## src/rtl/fifo_stream_reader.sv

```systemverilog
// Drain-side adapter for the dual-clock FIFO read port: prefetches popped words into a
// 3-entry buffer and presents them as a valid/ready stream framed into fixed-length bursts.
module fifo_stream_reader #(
  parameter int unsigned DATA_WIDTH = 8,
  parameter int unsigned LEN_WIDTH  = 8
) (
  input  logic                  clk,
  input  logic                  rst_n,
  input  logic                  enable,
  input  logic [LEN_WIDTH-1:0]  burst_len,
  output logic                  fifo_rd_en,
  input  logic [DATA_WIDTH-1:0] fifo_rd_data,
  input  logic                  fifo_empty,
  output logic [DATA_WIDTH-1:0] m_data,
  output logic                  m_valid,
  input  logic                  m_ready,
  output logic                  m_last,
  output logic                  busy,
  output logic [1:0]            level
);

  logic [DATA_WIDTH-1:0] mem_q [3];
  logic [1:0]            wr_ptr_q, wr_ptr_d;
  logic [1:0]            rd_ptr_q, rd_ptr_d;
  logic [1:0]            level_q, level_d;
  logic                  inflight_q;
  logic [LEN_WIDTH-1:0]  beat_cnt_q, beat_cnt_d;
  logic [LEN_WIDTH-1:0]  burst_len_q, burst_len_d;
  logic [2:0]            occupancy;
  logic                  capture;
  logic                  xfer;

  function automatic logic [1:0] ptr_inc(input logic [1:0] ptr);
    return (ptr == 2'd2) ? 2'd0 : ptr + 2'd1;
  endfunction

  // Count the in-flight word as occupied so a pop can never overrun the buffer.
  assign occupancy  = {1'b0, level_q} + {2'b00, inflight_q};
  assign fifo_rd_en = rst_n & enable & ~fifo_empty & (occupancy < 3'd3);

  assign capture = inflight_q;
  assign m_valid = (level_q != 2'd0);
  assign xfer    = m_valid & m_ready;
  assign m_data  = mem_q[rd_ptr_q];
  assign m_last  = m_valid & (burst_len_q != '0) &
                   (beat_cnt_q == burst_len_q - LEN_WIDTH'(1));
  assign busy    = m_valid | inflight_q;
  assign level   = level_q;

  always_comb begin
    wr_ptr_d    = wr_ptr_q;
    rd_ptr_d    = rd_ptr_q;
    level_d     = level_q;
    beat_cnt_d  = beat_cnt_q;
    burst_len_d = burst_len_q;

    if (capture) wr_ptr_d = ptr_inc(wr_ptr_q);
    if (xfer)    rd_ptr_d = ptr_inc(rd_ptr_q);

    unique case ({capture, xfer})
      2'b10:   level_d = level_q + 2'd1;
      2'b01:   level_d = level_q - 2'd1;
      default: level_d = level_q;
    endcase

    // Burst length is only sampled between bursts so a change never splits a burst.
    if (beat_cnt_q == '0) burst_len_d = burst_len;

    if (xfer && (burst_len_q != '0)) begin
      beat_cnt_d = m_last ? '0 : beat_cnt_q + LEN_WIDTH'(1);
    end
  end

  always_ff @(posedge clk) begin
    if (!rst_n) begin
      wr_ptr_q    <= 2'd0;
      rd_ptr_q    <= 2'd0;
      level_q     <= 2'd0;
      inflight_q  <= 1'b0;
      beat_cnt_q  <= '0;
      burst_len_q <= '0;
    end else begin
      wr_ptr_q    <= wr_ptr_d;
      rd_ptr_q    <= rd_ptr_d;
      level_q     <= level_d;
      inflight_q  <= fifo_rd_en;
      beat_cnt_q  <= beat_cnt_d;
      burst_len_q <= burst_len_d;
    end
  end

  // Storage is not reset; m_valid gates every read of it.
  always_ff @(posedge clk) begin
    if (rst_n && capture) mem_q[wr_ptr_q] <= fifo_rd_data;
  end

endmodule

```

## config.mk

```make
export PLATFORM = sky130hd
export DESIGN_NAME = fifo_stream_reader
export DESIGN_NICKNAME = d
export VERILOG_FILES = /design/src/rtl/fifo_stream_reader.sv
export SDC_FILE = /design/constraint.sdc
export NUM_CORES = 1
export LEC_CHECK = 0
export BUFFER_PORTS_ARGS = -buffer_cell sky130_fd_sc_hd__buf_2
export CORE_MARGIN = 1
export CORE_UTILIZATION = 60
export DETAILED_ROUTE_END_ITERATION = 8
export PLACE_DENSITY = 0.84
export SLEW_MARGIN = 40
export SYNTH_ARGS = -nofsm -noshare
export SYNTH_HDL_FRONTEND = slang
export SYNTH_SLANG_ARGS = --single-unit
```

## constraint.sdc

```tcl
create_clock -name clk -period 2.9 [get_ports clk]
set_input_delay 0.29 -clock clk [delete_from_list [all_inputs] [get_ports clk]]
set_output_delay 0.29 -clock clk [all_outputs]
set_load 0.01 [all_outputs]
```

==> results_dict.tcl <==
set metrics [dict create \
    first_pass_iters 4 \
    dieArea_mm2 0.00407 \
    cellLeakagePower_nw 0.994 \
    final_core_util_pct 71.6 \
    ys_async_sr_fraction_pct 0 \
    cp_data_required_time_ns 2.61 \
    worst_setup_path_start_kind "flop" \
    worstHoldPathType "input port to flop" \
    fin_nets 264 \
    via_per_inst 5.53 \
    synth_compound_area_share_pct 9.28 \
    status "complete, no violations" \
    syn_inst 197 \
    cts_max_path_buffers 2 \
    overflow 0 \
    worstRegToRegCells 7 \
    hpwlAfterDp_mm 2.90 \
    min_path_cells 2 \
    synth-edff-count 24 \
    die_y_um 63.8 \
    root_buffer "clkbuf_8" \
    ys_warn_count 0 \
    synth.top_cell.area_share_pct 31.5 \
    fill_cells 267 \
    final_layout_size_suffix_gt1_share_pct 22.8 \
    wire_per_inst_um 13.8 \
    slew_violations 0 \
    cts_resized 0 \
    die_x_um 63.8 \
    area_growth_pct 14.4 \
    wl_mm 3.93 \
    setup_violations 0 \
    cts_sinks 49 \
    port-buffer-count 34 \
    synthSimpleGateAreaFrac_pct 16.4 \
    clk_latency_ns 0.31 \
    max_cap_violations 0 \
    path_max_fanout 5 \
    io_pins 35 \
    grt_max_degree 19 \
    num_vias 1577 \
    yosysUniqueCellTypes 41 \
    grt_use_total_pct 21.7 \
    clock.fmax_mhz 412 \
    yosys.area.top_type "edfxtp_1" \
    synth_top_family_by_area "simple AND/OR/NAND/NOR gates" \
    rsz0062_at_grt "no" \
    gp_congestion 0.788 \
    synthTopCellsByArea "edfxtp_1 31%, dfxtp_1 22%, mux2i_1 7.4%" \
    antenna_cells 0 \
    arrival_ns 2.13 \
    cts_setup_buffers 0 \
    rows 22 \
    synth_fa_ha_area_share_pct 3.82 \
    ys.flop_type "dfxtp_1" \
    grt_pass1_vias 1510 \
    cts_buffers 5 \
    power_density_mw_per_mm2 569 \
    core-area_mm2 0.00366 \
    tightest_slew_ns 0.517 \
    finalHoldViolCount 0 \
    skew_ns 0.0114 \
    worstSetupPathType "flop to output pin" \
    synthesis.area_mm2 0.00229 \
    endpoint_kind "output pin" \
    antenna_left 0 \
    synthXorXnorAreaFrac_pct 7.65 \
    synth.avg_cell_area_um2 11.6 \
    drcViolationCount 0 \
    holdBufCountCts 0 \
    cts_tree "done" \
    drt_iter0_drc 36 \
    start_util_pct 62.6 \
    grt_antenna_before_repair 0 \
    htree_num_levels 2 \
    grt_pass1_wl_mm 6.58 \
    synth_fp_nets 225 \
    fin_crit_ns 2.42 \
    setup_tns_ns 0 \
    yosysSeqAreaShare_pct 53.3 \
    clk_pin_slew_worst_paths_ns 0.10 \
    ir_worst_vdd_mv 0.443 \
    muxShareOfSynthArea_pct 7.43 \
    max-slew-margin-rel_pct 65.4 \
    fin_crit_sh_pct 83.6 \
    synth-seq-cells 49 \
]
-- cells by family after synthesis --
family / count (synthesis)
buffers and inverters: 12
AND/OR/NAND/NOR: 65
AO/OA/AOI/OAI: 27
flip-flops: 49
XOR/XNOR: 20
adder cells (fa/ha/maj): 7
multiplexers: 17
-- cell type report --
cell class / count / area [µm²] / share of cell area (%)
Clock inverter: 3 / 28.8 / 1.10
Timing Repair Buffer: 37 / 193 / 7.35
Multi-Input combinational cell: 136 / 1020 / 39.0
Clock buffer: 5 / 68.8 / 2.63
Inverter: 7 / 26.3 / 1.00
Tap cell: 48 / 60.1 / 2.29
Sequential cell: 49 / 1220 / 46.6
-- metal layers --
| layer | vias to the layer above | wire [µm] | global-route usage [%] |
|---|---|---|---|
| met5 | - | 0 | 0 |
| met4 | 0 | 91 | 11.1 |
| met3 | 10 | 178 | 6.07 |
| met2 | 43 | 1940 | 35.9 |
| met1 | 737 | 1710 | 25.7 |
| li1 | 787 | - | - |
-- power breakdown --
group | internal [mW] | switching [mW]
clock | 0.180 | 0.238
combinational | 0.131 | 0.137
sequential | 0.753 | 0.0503
total | 1.06 | 0.426
-- Yosys cell counts, types with 2 or more instances --
master,n
dfxtp_1,25
a2111oi_0,2
or3_1,2
ha_1,7
edfxtp_1,24
nor3b_1,6
nand2_1,13
nor3_1,6
nor2b_1,12
nand4_1,4
clkbuf_1,3
buf_2,2
inv_1,6
a21oi_1,4
mux2i_1,17
a211oi_1,2
o21ai_0,9
xnor2_1,9
xor2_1,11
and2_1,2
nor2_1,10
nand3_1,2
-- worst max-delay path, stage by stage, from the launching register on --
cell and delay, ns:
dfxtp_1 0.41, inv_1 0.09, ha_1 0.31, xnor2_1 0.12
a211oi_1 0.24, nand4_2 0.18, or2_1 0.26, nor2_1 0.08
buf_2 0.13
-- through the flow --
| stage | power [mW] | setup WS, ns | hold slack, ns | cell area (µm²) | cells |
|---|---|---|---|---|---|
| 6_report | 1.49 | 0.476 | 0.171 | 2620 | 285 |
| 5_1_grt | 1.56 | 0.293 | 0.164 | 2620 | 285 |
| 4_1_cts | 1.50 | 0.452 | 0.165 | 2620 | 285 |
| 3_5_place_dp | 1.09 | 0.775 | 0.491 | 2520 | 277 |
| 3_3_place_gp | 1.08 | 0.872 | 0.474 | 2520 | 277 |
| 2_1_floorplan | 1.01 | 0.981 | 0.373 | 2290 | 197 |
-- sequential cells by signal, indices dropped and copies added (netlist names), named ones only --
| name | count |
|---|---|
| wr_ptr_q | 2 |
| burst_len_q | 8 |
| rd_ptr_q | 2 |
| capture | 1 |
| mem_q | 24 |
| level | 2 |
| beat_cnt_q | 8 |
-- cell usage in the layout (no fill, tap or decap), types with 2 or more instances in the layout --
cell type,synthesis,final
a2111oi_0,2,2
inv_1,6,6
ha_1,7,7
nor3b_1,6,6
a211oi_1,2,2
nor2b_1,12,12
dfxtp_1,25,25
or3_1,2,2
o21ai_0,9,9
nand3_1,2,2
nor2_1,10,10
clkbuf_8,0,5
buf_2,2,34
mux2i_1,17,17
edfxtp_1,24,24
and2_1,2,2
a21oi_1,4,4
nor3_1,6,6
xor2_1,11,11
nand2_1,13,13
buf_4,0,3
xnor2_1,9,9
nand4_1,4,4
-- worst paths after layout --
path,start,to,slack (ns)
max reg2reg,burst_len_q[0],beat_cnt_q[1],0.76
max,burst_len_q[0],m_last,0.48
min,fifo_empty,capture,0.17
min reg2reg,rd_ptr_q[1],rd_ptr_q[1],0.56
Power figures use the tool's default switching activity.
